## config.mk

```make
export PLATFORM = sky130hd
export DESIGN_NAME = pipe_hazard_ctrl
export DESIGN_NICKNAME = d
export VERILOG_FILES = /design/src/rtl/pipe_hazard_ctrl.sv
export SDC_FILE = /design/constraint.sdc
export NUM_CORES = 1
export LEC_CHECK = 0
export CAP_MARGIN = 40
export CORE_ASPECT_RATIO = 0.75
export CORE_MARGIN = 2
export CORE_UTILIZATION = 32
export DETAILED_ROUTE_END_ITERATION = 16
export PLACE_DENSITY_LB_ADDON = 0.15
export SETUP_SLACK_MARGIN = 0.02
export SLEW_MARGIN = 20
export SYNTH_ARGS = -nofsm -noshare
export SYNTH_HDL_FRONTEND = slang
export SYNTH_SLANG_ARGS = --single-unit
```

## constraint.sdc

```tcl
create_clock -name clk -period 3.6 [get_ports clk]
set_input_delay 0.72 -clock clk [delete_from_list [all_inputs] [get_ports clk]]
set_output_delay 0.72 -clock clk [all_outputs]
set_load 0.1 [all_outputs]
```

## src/rtl/pipe_hazard_ctrl.sv

```systemverilog
// Stall/flush controller for the 5-stage pipeline: load-use, branch/jump redirect,
// fetch wait and HI/LO interlock. Optional counters enabled by PIPE_HAZARD_PERF_EN.
module pipe_hazard_ctrl #(
  parameter int MD_MAX_CYC = 40,
  parameter int CNT_W      = 32
) (
  input  logic       clk,
  input  logic       reset,
  input  logic [4:0] id_rs,
  input  logic [4:0] id_rt,
  input  logic       id_uses_rt,
  input  logic       id_uses_hilo,
  input  logic       id_jump,
  input  logic       ex_mem_read,
  input  logic [4:0] ex_wreg,
  input  logic       ex_branch_taken,
  input  logic       md_start,
  input  logic       md_done,
  input  logic       imem_ready,
  output logic       pc_en,
  output logic       if_id_en,
  output logic       if_id_flush,
  output logic       id_ex_flush,
  output logic       md_busy,
  output logic       md_timeout
`ifdef PIPE_HAZARD_PERF_EN
  ,
  output logic [CNT_W-1:0] stall_cnt,
  output logic [CNT_W-1:0] flush_cnt,
  output logic [CNT_W-1:0] imem_wait_cnt
`endif
);

  // state   | meaning
  // RUN     | no mult/div in flight
  // MD_BUSY | mult/div in flight, HI/LO reads interlocked, watchdog running
  typedef enum logic {RUN, MD_BUSY} state_t;

  localparam int WD_W = (MD_MAX_CYC > 1) ? $clog2(MD_MAX_CYC) : 1;
  localparam logic [WD_W-1:0] WD_LAST = WD_W'(MD_MAX_CYC - 1);

  state_t          r_state, w_state_nxt;
  logic [WD_W-1:0] r_wd_cnt;
  logic            r_timeout;
  logic            w_wd_expire;
  logic            w_load_use, w_hilo, w_stall, w_imem_wait;

  always_comb begin
    w_state_nxt = r_state;
    w_wd_expire = 1'b0;
    case (r_state)
      RUN: begin
        if (md_start) w_state_nxt = MD_BUSY;
      end
      MD_BUSY: begin
        // done wins over a simultaneous expiry
        if (md_done) begin
          w_state_nxt = RUN;
        end else if (r_wd_cnt == WD_LAST) begin
          w_state_nxt = RUN;
          w_wd_expire = 1'b1;
        end
      end
      default: w_state_nxt = RUN;
    endcase
  end

  always_ff @(posedge clk or negedge reset) begin
    if (!reset) begin
      r_state   <= RUN;
      r_wd_cnt  <= '0;
      r_timeout <= 1'b0;
    end else begin
      r_state <= w_state_nxt;
      if (r_state == MD_BUSY) r_wd_cnt <= r_wd_cnt + 1'b1;
      else                    r_wd_cnt <= '0;
      if (w_wd_expire) r_timeout <= 1'b1;
    end
  end

  assign md_busy    = (r_state == MD_BUSY);
  assign md_timeout = r_timeout;

  assign w_load_use = ex_mem_read && (ex_wreg != 5'd0) &&
                      ((ex_wreg == id_rs) || (id_uses_rt && (ex_wreg == id_rt)));
  assign w_hilo     = md_busy && id_uses_hilo;
  assign w_stall    = w_load_use || w_hilo;

  always_comb begin
    pc_en       = 1'b1;
    if_id_en    = 1'b1;
    if_id_flush = 1'b0;
    id_ex_flush = 1'b0;
    w_imem_wait = 1'b0;
    if (!reset) begin
      pc_en       = 1'b0;
      if_id_en    = 1'b0;
      if_id_flush = 1'b1;
      id_ex_flush = 1'b1;
    end else if (ex_branch_taken) begin
      if_id_flush = 1'b1;
      id_ex_flush = 1'b1;
    end else if (w_stall) begin
      pc_en       = 1'b0;
      if_id_en    = 1'b0;
      id_ex_flush = 1'b1;
    end else if (id_jump) begin
      if_id_flush = 1'b1;
    end else if (!imem_ready) begin
      // bubble into ID while downstream keeps draining
      pc_en       = 1'b0;
      if_id_flush = 1'b1;
      w_imem_wait = 1'b1;
    end
  end

`ifdef PIPE_HAZARD_PERF_EN
  logic [CNT_W-1:0] r_stall_cnt, r_flush_cnt, r_imem_wait_cnt;

  always_ff @(posedge clk or negedge reset) begin
    if (!reset) begin
      r_stall_cnt     <= '0;
      r_flush_cnt     <= '0;
      r_imem_wait_cnt <= '0;
    end else begin
      if (w_stall && (r_stall_cnt != '1))
        r_stall_cnt <= r_stall_cnt + 1'b1;
      if ((ex_branch_taken || id_jump) && (r_flush_cnt != '1))
        r_flush_cnt <= r_flush_cnt + 1'b1;
      if (w_imem_wait && (r_imem_wait_cnt != '1))
        r_imem_wait_cnt <= r_imem_wait_cnt + 1'b1;
    end
  end

  assign stall_cnt     = r_stall_cnt;
  assign flush_cnt     = r_flush_cnt;
  assign imem_wait_cnt = r_imem_wait_cnt;
`endif

endmodule
```

==> insert_results.sql, run 1 <==
INSERT INTO impl_metrics (metric_group, metric, value, unit) VALUES
('status', 'run_status', 'finished, final reports clean', ''),
('worst_setup_path', 'category_of_the_most_critical_setup_path', 'primary input to output pin', ''),
('place', 'dpl.cell_count', '115', ''),
('final_layout', 'area.growth.synth_to_final', '73.88', '%'),
('sta', 'max_freq', '0.3119', 'GHz'),
('grt', 'grt_antenna_before_repair', '0', ''),
('place', 'dp_hpwl', '1.207', 'mm'),
('drt', 'routed_wire_length_per_instance', '11.75', 'um'),
('cts', 'cts-buffers-inserted', '3', ''),
('cts', 'cts_tree', 'yes', ''),
('cts', 'max-clock-path-buffers', '2', ''),
('drt', 'drt-vias-per-instance', '4.669', ''),
('final_layout', 'fillCellCount', '153', ''),
('floorplanning', 'ios', '31', ''),
('sta', 'timing.setup.tns', '0', 'ns'),
('final_layout', 'sequential_cell_area', '200.2', 'sq um'),
('synthesis', 'netlist.area_leader.share', '0.3571', ''),
('synthesis', 'commonest_cells_in_the_netlist', 'sky130_fd_sc_hd__xnor2_1, sky130_fd_sc_hd__dfrtp_1, sky130_fd_sc_hd__nand2_1, sky130_fd_sc_hd__nor2_1, sky130_fd_sc_hd__and2_1', ''),
('sta', 'worst_case_setup_margin_in_the_final_layout', '0.3937', 'ns'),
('final_layout', 'design.final.nets', '124', ''),
('synthesis', 'synth_largest_area_cell', 'sky130_fd_sc_hd__dfrtp_1', ''),
('grt', 'grt_usage', '0.1559', ''),
('cts', 'cts.sink_count', '8', ''),
('final_layout', 'multi_input_gate_area_in_the_final_layout', '360.3', 'sq um'),
('drt', 'drt-initial-drc-count', '9', ''),
('grt', 'global_route_wire_length_before_repair', '2.346', 'mm'),
('floorplanning', 'core.rowCount', '13', ''),
('hold_path', 'hp-class', 'register to register', ''),
('sta', 'finalHoldWorstSlack', '0.4661', 'ns'),
('drt', 'drcViolationCount', '0', ''),
('worst_setup_path', 'critical_path.endpoint_type', 'output pin', ''),
('pwr', 'p_total', '289.6', 'uW'),
('flow_run', 'max_cap_violation_count', '0', ''),
('sta', 'clock_skew', '0.004739', 'ns'),
('grt', 'grt_max_degree', '12', ''),
('hold_path', 'worst_hold_startpoint', 'md_timeout', ''),
('pwr', 'switching_power', '97.52', 'uW'),
('worst_setup_path', 'path_max_fanout', '3', ''),
('grt', 'grt_remaining_overflow', '0', ''),
('worst_setup_path', 'rr_worst_depth', '5', ''),
('pwr', 'power.leakage', '0.3921', 'nW'),
('pwr', 'combinationalPowerShare', '0.413', ''),
('sta', 'worst-slew-pin-transition', '0.4061', 'ns'),
('pwr', 'internal_power', '192.1', 'uW'),
('floorplanning', 'design.die.area', '2106', 'sq um'),
('final_layout', 'drive_gt1_frac', '0.1563', ''),
('floorplanning', 'coreArea', '1692', 'sq um'),
('pwr', 'power_density', '297.1', 'nW/um^2'),
('floorplanning', 'die_w', '52.33', 'um'),
('sta', 'timing_max_transition_violations_final', '0', ''),
('sta', 'post-route-min-period', '3.206', 'ns'),
('sta', 'report.final.hold_viol_count', '0', ''),
('worst_setup_path', 'crit-reg2reg-launch', 'r_wd_cnt[0]', ''),
('drt', 'drt_pass1_iterations', '4', ''),
('hold_path', 'holdPathEnd', 'md_timeout', ''),
('synthesis', 'ys_async_sr_fraction', '1.000', ''),
('cts', 'postCtsResizedCells', '0', ''),
('cts', 'worst_skew_pair.late_latency', '0.25', 'ns'),
('synthesis', 'synth_flop_cell', 'sky130_fd_sc_hd__dfrtp_1', ''),
('pwr', 'power_frac_clock', '0.228', ''),
('grt', 'grt_pass1_vias', '533', ''),
('sta', 'final_worst_path_cycle_share', '0.8906', ''),
('worst_setup_path', 'start_kind', 'primary input', ''),
('cts', 'cts.reportedPaths.clkPinSlew', '0.05', 'ns'),
('synthesis', 'synth-edff-count', '0', ''),
('synthesis', 'synth_area_per_cell', '9.041', 'sq um'),
('pwr', 'power_switching_share', '0.3368', ''),
('drt', 'drt.antenna.violating_nets', '0', ''),
('drt', 'routed-via-count', '551', ''),
('worst_setup_path', 'critPathArrivalTime', '2.49', 'ns'),
('synthesis', 'netlist_instances', '62', '');
-- area by class of cell --
type,instances,share of cell area
Multi-Input combinational cell,52,0.3697
Timing Repair Buffer,32,0.3697
Sequential cell,8,0.2054
Tap cell,22,0.02824
Clock buffer,3,0.02311
Inverter,1,0.003851
-- worst max-delay path: stages --
cell and delay (ns):
sky130_fd_sc_hd__clkdlybuf4s50_1 0.47, sky130_fd_sc_hd__or4_4 0.56, sky130_fd_sc_hd__o21a_1 0.20, sky130_fd_sc_hd__o21ai_0 0.14, sky130_fd_sc_hd__o21bai_1 0.18, sky130_fd_sc_hd__buf_12 0.21
-- state kept, by name (all words and copies together), names as in the netlist --
signal / flops
r_wd_cnt: 6
md_busy: 1
md_timeout: 1
-- per-layer routing --
layer,GRT usage,share of wire,vias to the layer above
met1,0.2067,0.50,248
li1,-,-,285
met5,0,0,-
met4,0.03846,0.0043,0
met2,0.2563,0.42,16
met3,0.04104,0.065,2
-- power groups by stage --
| stage | Combinational, mW | Clock, mW | Sequential (mW) |
|---|---|---|---|
| final | 0.120 | 0.0661 | 0.104 |
| after detailed placement | 0.120 | 0 | 0.106 |
| after CTS | 0.121 | 0.0686 | 0.104 |
| after global placement | 0.119 | 0 | 0.105 |
| after global routing | 0.128 | 0.0719 | 0.105 |
| after floorplan | 0.0585 | 0 | 0.110 |
-- metrics by stage --
step	utilization	instance area [sq um]
2_1_floorplan	-	568.0
3_3_place_gp	0.5540	937.1
3_5_place_dp	0.5629	952.2
4_1_cts	0.5762	974.7
5_1_grt	0.5762	974.7
6_report	0.5762	974.7
-- cell families (layout without fill, tap and decap cells) --
family                   Yosys count  after routing  synth area share
AO/OA/AOI/OAI                     12             12            0.1384
adder cells (fa/ha/maj)            1              1           0.02232
AND/OR/NAND/NOR                   24             24            0.2299
multiplexers                       1              1           0.02009
buffers and inverters              2             36           0.01338
XOR/XNOR                          14             14            0.2188
flip-flops                         8              8            0.3571
-- how the worst max path moves through the flow --
stage	startpoint	slack (ns)	end
2_1_floorplan	md_busy	0.25	pc_en
3_3_place_gp	ex_wreg[2]	0.42	pc_en
3_5_place_dp	ex_wreg[1]	0.38	pc_en
4_1_cts	ex_wreg[1]	0.38	pc_en
5_1_grt	ex_wreg[1]	0.32	pc_en
6_report	ex_wreg[1]	0.39	pc_en
-- cells in the final DEF (no fill, tap or decap), drive strengths merged --
| cell | synthesis | routed |
|---|---|---|
| nand4 | 1 | 1 |
| nor2 | 5 | 5 |
| nand3 | 3 | 3 |
| or4 | 1 | 1 |
| o22ai | 1 | 1 |
| nand4b | 1 | 1 |
| nand2 | 5 | 5 |
| clkdlybuf4s50 | 0 | 25 |
| and2 | 4 | 4 |
| o21bai | 1 | 1 |
| nand2b | 2 | 2 |
| inv | 1 | 1 |
| clkbuf | 1 | 3 |
| o211ai | 1 | 1 |
| a31o | 1 | 1 |
| o21ai | 3 | 3 |
| buf | 0 | 7 |
| xor2 | 1 | 1 |
| a21oi | 3 | 3 |
| nor2b | 2 | 2 |
| a221o | 1 | 1 |
| xnor2 | 13 | 13 |
| ha | 1 | 1 |
| mux2 | 1 | 1 |
| dfrtp | 8 | 8 |
| o21a | 1 | 1 |
(Power assumes the default switching activity.)
==> run 2, diff against run 1 <==
--- a/config.mk
+++ b/config.mk
@@ -5,13 +5,14 @@
 export SDC_FILE = /design/constraint.sdc
 export NUM_CORES = 1
 export LEC_CHECK = 0
-export CAP_MARGIN = 40
+export CAP_MARGIN = 20
 export CORE_ASPECT_RATIO = 0.75
 export CORE_MARGIN = 2
 export CORE_UTILIZATION = 32
 export DETAILED_ROUTE_END_ITERATION = 16
 export PLACE_DENSITY_LB_ADDON = 0.15
 export SETUP_SLACK_MARGIN = 0.02
+export SKIP_CTS_REPAIR_TIMING = 1
 export SLEW_MARGIN = 20
 export SYNTH_ARGS = -nofsm -noshare
 export SYNTH_HDL_FRONTEND = slang
==> run 2 against run 1 <==
Against the previous run:
- total power barely moved
- register-to-register slack about the same
- sequential share of layout area increased by 0.32 points
- first-iteration DRC count is 44% higher
- fmax is 0.11% lower
- count of clock-buffer cells in the layout stayed put
- sequential power about the same
- critical path depth is the same
- design area fell by 1.5%
- global-route usage decreased by 0.64 points
- core utilization shrank 0.89 points
- combinational power about the same
- largest cell class unchanged
==> insert_results.sql, run 2 (synthesized netlist as in run 1, its figures left out) <==
INSERT INTO impl_metrics (metric_group, metric, value, unit) VALUES
('final_layout', 'leading_cell_types_in_the_layout_fill_and_taps_excluded', 'sky130_fd_sc_hd__clkdlybuf4s50_1, sky130_fd_sc_hd__xnor2_1, sky130_fd_sc_hd__dfrtp_1', ''),
('worst_setup_path', 'critical_path.endpoint_type', 'output pin', ''),
('worst_setup_path', 'category_of_the_most_critical_setup_path', 'primary input to output pin', ''),
('floorplanning', 'coreArea', '1692', 'sq um'),
('hold_path', 'hp-class', 'register to register', ''),
('drt', 'drt-initial-drc-count', '13', ''),
('pwr', 'max_rail_drop_vdd', '174.7', 'uV'),
('floorplanning', 'design.die.area', '2106', 'sq um'),
('place', 'post-place-ws', '0.3822', 'ns'),
('sta', 'max_freq', '0.3115', 'GHz'),
('place', 'place.gp.congestion', '0.6768', ''),
('floorplanning', 'ios', '31', ''),
('final_layout', 'area.growth.synth_to_final', '71.21', '%'),
('floorplanning', 'core.rowCount', '13', ''),
('floorplanning', 'fp.dieH', '40.25', 'um'),
('cts', 'worst_skew_pair.late_latency', '0.25', 'ns'),
('pwr', 'power.leakage', '0.3849', 'nW'),
('cts', 'cts.reportedPaths.clkPinSlew', '0.05', 'ns'),
('cts', 'cts-htree-levels', '1', ''),
('place', 'io_buffers', '30', ''),
('grt', 'grt_pass1_vias', '508', ''),
('cts', 'clockRootBuffer', 'sky130_fd_sc_hd__clkbuf_4', ''),
('final_layout', 'fillCellCount', '161', ''),
('drt', 'route.final.wire_length', '1.340', 'mm'),
('sta', 'finalSetupViolations', '0', ''),
('sta', 'timing.setup.tns', '0', 'ns'),
('drt', 'routed-via-count', '543', ''),
('place', 'dp_hpwl', '1.170', 'mm'),
('final_layout', 'largest_register_ffs', '6', ''),
('cts', 'cts.sink_count', '8', ''),
('drt', 'drt-vias-per-instance', '4.641', ''),
('pwr', 'power_density', '302.0', 'nW/um^2'),
('final_layout', 'regMostFlops', 'r_wd_cnt', ''),
('sta', 'timing_max_transition_violations_final', '0', ''),
('grt', 'grt_remaining_overflow', '0', ''),
('final_layout', 'sequential_cell_area', '200.2', 'sq um'),
('grt', 'grt_usage', '0.1495', ''),
('status', 'run_status', 'finished, final reports clean', ''),
('sta', 'final_worst_path_cycle_share', '0.8916', ''),
('drt', 'routed_wire_length_per_instance', '11.45', 'um'),
('worst_setup_path', 'path_max_fanout', '3', ''),
('floorplanning', 'initial_core_util', '0.3314', ''),
('final_layout', 'multi_input_gate_area_in_the_final_layout', '360.3', 'sq um'),
('final_layout', 'design.final.nets', '123', ''),
('drt', 'drt.antenna.violating_nets', '0', ''),
('cts', 'max-clock-path-buffers', '2', ''),
('drt', 'drcViolationCount', '0', ''),
('final_layout', 'most_common_cell_after_layout_fill_and_taps_aside', 'sky130_fd_sc_hd__clkdlybuf4s50_1', ''),
('sta', 'setup_repair_after_global_routing_missed_its_margin', 'false', ''),
('drt', 'drt_pass1_iterations', '4', ''),
('sta', 'worst-slew-pin-transition', '0.9727', 'ns'),
('sta', 'post-route-min-period', '3.210', 'ns'),
('grt', 'grt_antenna_before_repair', '0', ''),
('sta', 'slew-limit-headroom', '0.3495', ''),
('sta', 'clock_skew', '0.004288', 'ns'),
('worst_setup_path', 'critPathArrivalTime', '2.49', 'ns'),
('worst_setup_path', 'required', '2.88', 'ns'),
('worst_setup_path', 'start_kind', 'primary input', ''),
('grt', 'global_route_wire_length_before_repair', '2.249', 'mm'),
('sta', 'worst_case_setup_margin_in_the_final_layout', '0.3902', 'ns'),
('final_layout', 'drive_gt1_frac', '0.1474', ''),
('cts', 'cts-buffers-inserted', '3', ''),
('floorplanning', 'die_w', '52.33', 'um'),
('grt', 'grt_max_degree', '12', ''),
('cts', 'cts_tree', 'yes', ''),
('final_layout', 'insertedDiodeCount', '0', ''),
('sta', 'report.final.hold_viol_count', '0', ''),
('flow_run', 'max_cap_violation_count', '0', '');
-- run 2: cell count changes in the layout (fill, tap and decap cells not counted), sizes merged --
| cell | delta |
|---|---|
| buf | -1 |
-- run 2: worst paths after layout --
| kind | from | end | slack [ns] | depth (start not counted) |
|---|---|---|---|---|
| worst max-delay path | ex_wreg[1] | pc_en | 0.39 | 6 |
| worst min-delay path | r_wd_cnt[0] | r_wd_cnt[0] | 0.47 | 1 |
| worst max register to register | r_wd_cnt[0] | md_busy | 2.30 | 5 |
| worst min register to register | r_wd_cnt[0] | r_wd_cnt[0] | 0.47 | 1 |
| max in group asynchronous | reset | r_wd_cnt[4] | 2.53 | 2 |
| min in group asynchronous | reset | r_wd_cnt[2] | 0.70 | 1 |
-- run 2: layout make-up --
class	count	area share
Sequential cell	8	0.2086
Tap cell	22	0.02868
Timing Repair Buffer	31	0.3598
Multi-Input combinational cell	52	0.3755
Clock buffer	3	0.02347
Inverter	1	0.003911
-- run 2: metal layers --
| metal | up-vias | global-route usage | wire length [um] |
|---|---|---|---|
| met5 | - | 0 | 0 |
| met1 | 240 | 0.2005 | 696 |
| li1 | 283 | - | - |
| met4 | 0 | 0.01923 | 0 |
| met3 | 0 | 0.05224 | 96 |
| met2 | 20 | 0.2406 | 547 |
-- run 2: per-stage QoR --
step	instance area (sq um)	std cells	utilization	hold slack [ns]	total power, mW
finish	959.7	117	0.5673	0.4696	0.2898
global route	959.7	117	0.5673	0.4809	0.3047
CTS	959.7	117	0.5673	0.4697	0.2930
detailed placement	937.1	114	0.5540	0.4608	0.2256
global placement	937.1	114	0.5540	0.4510	0.2246
floorplan	568.0	62	-	0.4244	0.1688
-- run 2: worst max-delay path, cell delays in order --
cell,delay [ns]
sky130_fd_sc_hd__clkdlybuf4s50_1,0.47
sky130_fd_sc_hd__or4_4,0.56
sky130_fd_sc_hd__o21a_1,0.20
sky130_fd_sc_hd__o21ai_0,0.14
sky130_fd_sc_hd__o21bai_1,0.18
sky130_fd_sc_hd__buf_12,0.21
-- run 2: power breakdown --
| group | switching (mW) | total [mW] | internal, mW | leakage [nW] |
|---|---|---|---|---|
| Clock | 0.0284 | 0.0664 | 0.0380 | 0.0138 |
| Sequential | 0.00745 | 0.104 | 0.0965 | 0.107 |
| Combinational | 0.0620 | 0.120 | 0.0575 | 0.264 |
==> run 3, diff against run 2 <==
--- a/config.mk
+++ b/config.mk
@@ -7,7 +7,6 @@
 export LEC_CHECK = 0
 export CAP_MARGIN = 20
 export CORE_ASPECT_RATIO = 0.75
-export CORE_MARGIN = 2
 export CORE_UTILIZATION = 32
 export DETAILED_ROUTE_END_ITERATION = 16
 export PLACE_DENSITY_LB_ADDON = 0.15
@@ -17,3 +16,4 @@
 export SYNTH_ARGS = -nofsm -noshare
 export SYNTH_HDL_FRONTEND = slang
 export SYNTH_SLANG_ARGS = --single-unit
+export TNS_END_PERCENT = 20
==> constraint.sdc (replaced) <==
create_clock -name clk -period 3.6 [get_ports clk]
set_input_delay 0.72 -clock clk [delete_from_list [all_inputs] [get_ports clk]]
set_output_delay 0.72 -clock clk [all_outputs]
set_load 0.05 [all_outputs]
==> run 3 against run 2 <==
Against the previous run:
- sequential share of layout area increased by 0.42 points
- sequential power about the same
- critical path depth unchanged
- non-clock buffer count unchanged
- first-iteration DRC count decreased by 38%
- count of clock-buffer cells in the layout unchanged
- worst setup slack got worse by 0.00071 ns
- critical path type unchanged
- largest power group is now registers
==> insert_results.sql, run 3 (synthesized netlist as in run 1, its figures left out) <==
INSERT INTO impl_metrics (metric_group, metric, value, unit) VALUES
('floorplanning', 'fp.dieH', '38.25', 'um'),
('floorplanning', 'initial_core_util', '0.3590', ''),
('sta', 'slew-limit-headroom', '0.6639', ''),
('final_layout', 'design.final.nets', '123', ''),
('worst_setup_path', 'required', '2.88', 'ns'),
('final_layout', 'multi_input_gate_area_in_the_final_layout', '352.8', 'sq um'),
('cts', 'max-clock-path-buffers', '2', ''),
('final_layout', 'regMostFlops', 'r_wd_cnt', ''),
('cts', 'cts_tree', 'yes', ''),
('worst_setup_path', 'timing.rr.end', 'md_busy', ''),
('pwr', 'max_rail_drop_vdd', '139.7', 'uV'),
('worst_setup_path', 'crit_path_cells', 'clkdlybuf4s50_1, or4_4, o21ai_0, nor2_1, a21oi_1, buf_12', ''),
('worst_setup_path', 'path_max_fanout', '3', ''),
('cts', 'cts-buffers-inserted', '3', ''),
('sta', 'worst-slew-pin-transition', '0.5027', 'ns'),
('final_layout', 'largest_register_ffs', '6', ''),
('worst_setup_path', 'timing.critical_path.slowest_stage_cell', 'sky130_fd_sc_hd__or4_4', ''),
('floorplanning', 'die_w', '50.33', 'um'),
('drt', 'routed_wire_length_per_instance', '10.94', 'um'),
('worst_setup_path', 'category_of_the_most_critical_setup_path', 'primary input to output pin', ''),
('sta', 'timing.setup.tns', '0', 'ns'),
('final_layout', 'final_util', '0.6026', ''),
('final_layout', 'sequential_cell_area', '200.2', 'sq um'),
('worst_setup_path', 'worst_path_largest_cell_delay', '0.56', 'ns'),
('drt', 'drt_pass1_iterations', '4', ''),
('final_layout', 'most_common_cell_after_layout_fill_and_taps_aside', 'sky130_fd_sc_hd__clkdlybuf4s50_1', ''),
('final_layout', 'layout.cell_area.non_filler', '940.9', 'sq um'),
('pwr', 'power.leakage', '0.3776', 'nW'),
('flow_run', 'max_cap_violation_count', '0', ''),
('sta', 'finalSetupViolations', '0', ''),
('drt', 'drt-initial-drc-count', '8', ''),
('sta', 'setup_repair_after_global_routing_missed_its_margin', 'false', ''),
('final_layout', 'area.growth.synth_to_final', '67.86', '%'),
('drt', 'routed-via-count', '542', ''),
('hold_path', 'hp-class', 'register to register', ''),
('grt', 'grt_max_degree', '13', ''),
('status', 'run_status', 'finished, final reports clean', ''),
('final_layout', 'insertedDiodeCount', '0', ''),
('pwr', 'sequentialPowerShare', '0.385', ''),
('hold_path', 'worst_hold_startpoint', 'r_wd_cnt[0]', ''),
('floorplanning', 'coreArea', '1562', 'sq um'),
('worst_setup_path', 'critical_path.endpoint_type', 'output pin', ''),
('cts', 'cts.sink_count', '8', ''),
('pwr', 'power_density', '286.6', 'nW/um^2'),
('cts', 'cts.reportedPaths.clkPinSlew', '0.05', 'ns'),
('drt', 'route.final.wire_length', '1.269', 'mm'),
('pwr', 'switching_power', '79.19', 'uW'),
('floorplanning', 'core.rowCount', '12', ''),
('grt', 'grt_antenna_before_repair', '0', ''),
('hold_path', 'hold_depth', '1', ''),
('final_layout', 'fillCellCount', '155', ''),
('place', 'io_buffers', '30', ''),
('worst_setup_path', 'rr_worst_depth', '5', ''),
('worst_setup_path', 'start_kind', 'primary input', ''),
('sta', 'max_freq', '0.3115', 'GHz'),
('pwr', 'power_switching_share', '0.2937', ''),
('final_layout', 'leading_cell_types_in_the_layout_fill_and_taps_excluded', 'sky130_fd_sc_hd__clkdlybuf4s50_1, sky130_fd_sc_hd__xnor2_1, sky130_fd_sc_hd__dfrtp_1', ''),
('pwr', 'combinationalPowerShare', '0.365', ''),
('sta', 'final_worst_path_cycle_share', '0.8918', ''),
('hold_path', 'holdPathEnd', 'r_wd_cnt[0]', ''),
('floorplanning', 'ios', '31', ''),
('drt', 'drt.antenna.violating_nets', '0', ''),
('grt', 'grt_remaining_overflow', '0', ''),
('worst_setup_path', 'critical_path.top_delay_family', 'buffers and inverters', ''),
('worst_setup_path', 'critPathBufInv', '2', ''),
('grt', 'grt_pass1_vias', '516', ''),
('sta', 'clock_skew', '0.0008890', 'ns'),
('grt', 'grt_usage', '0.1504', ''),
('place', 'dpl-instance-area', '918.4', 'sq um'),
('drt', 'drt-vias-per-instance', '4.672', ''),
('final_layout', 'drive_gt1_frac', '0.1158', ''),
('pwr', 'internal_power', '190.5', 'uW'),
('worst_setup_path', 'crit-reg2reg-launch', 'r_wd_cnt[0]', ''),
('sta', 'timing_max_transition_violations_final', '0', ''),
('floorplanning', 'design.die.area', '1925', 'sq um'),
('cts', 'clockRootBuffer', 'sky130_fd_sc_hd__clkbuf_4', ''),
('place', 'place.gp.congestion', '0.7386', ''),
('cts', 'worst_skew_pair.late_latency', '0.25', 'ns'),
('cts', 'cts-htree-levels', '1', ''),
('worst_setup_path', 'critPathArrivalTime', '2.49', 'ns'),
('drt', 'drcViolationCount', '0', ''),
('sta', 'report.final.hold_viol_count', '0', ''),
('worst_setup_path', 'reg2reg_slack', '2.32', 'ns'),
('grt', 'global_route_wire_length_before_repair', '2.035', 'mm'),
('place', 'dp_hpwl', '1.097', 'mm'),
('pwr', 'power_frac_clock', '0.250', ''),
('sta', 'post-route-min-period', '3.210', 'ns');
run 3: power by group through the flow:
stage,sequential (mW),combinational [mW],clock (mW)
2_1_floorplan,0.106,0.0442,0
6_report,0.104,0.0984,0.0673
3_3_place_gp,0.105,0.0984,0
4_1_cts,0.104,0.0997,0.0706
5_1_grt,0.105,0.106,0.0765
3_5_place_dp,0.105,0.0996,0
run 3: worst max path at each step:
stage	slack, ns	depth (start not counted)	endpoint	start
3_3_place_gp	0.44	6	if_id_en	ex_wreg[1]
5_1_grt	0.29	6	if_id_flush	ex_wreg[1]
3_5_place_dp	0.39	6	if_id_flush	ex_wreg[1]
4_1_cts	0.39	6	if_id_flush	ex_wreg[1]
6_report	0.39	6	if_id_flush	ex_wreg[1]
2_1_floorplan	0.60	4	if_id_en	ex_wreg[1]
run 3: layout make-up:
type	instances	share of cell area
tap	21	0.02793
timing repair buffer	31	0.3564
sequential	8	0.2128
multi-input combinational	52	0.3750
clock buffer	3	0.02394
inverter	1	0.003989
run 3: stage by stage:
step | total power [mW] | hold WS [ns] | setup WS [ns] | cells
3_5_place_dp | 0.2049 | 0.4601 | 0.3930 | 113
5_1_grt | 0.2876 | 0.4902 | 0.2941 | 116
3_3_place_gp | 0.2036 | 0.4517 | 0.4384 | 113
2_1_floorplan | 0.1501 | 0.4244 | 0.5979 | 62
6_report | 0.2697 | 0.4671 | 0.3895 | 116
4_1_cts | 0.2744 | 0.4727 | 0.3946 | 116
run 3: per-layer routing:
| metal | track usage | wire [um] |
|---|---|---|
| met2 | 0.2867 | 637 |
| met1 | 0.1606 | 557 |
| met3 | 0.06349 | 74 |
| met5 | 0 | 0 |
| met4 | 0.02083 | 0 |
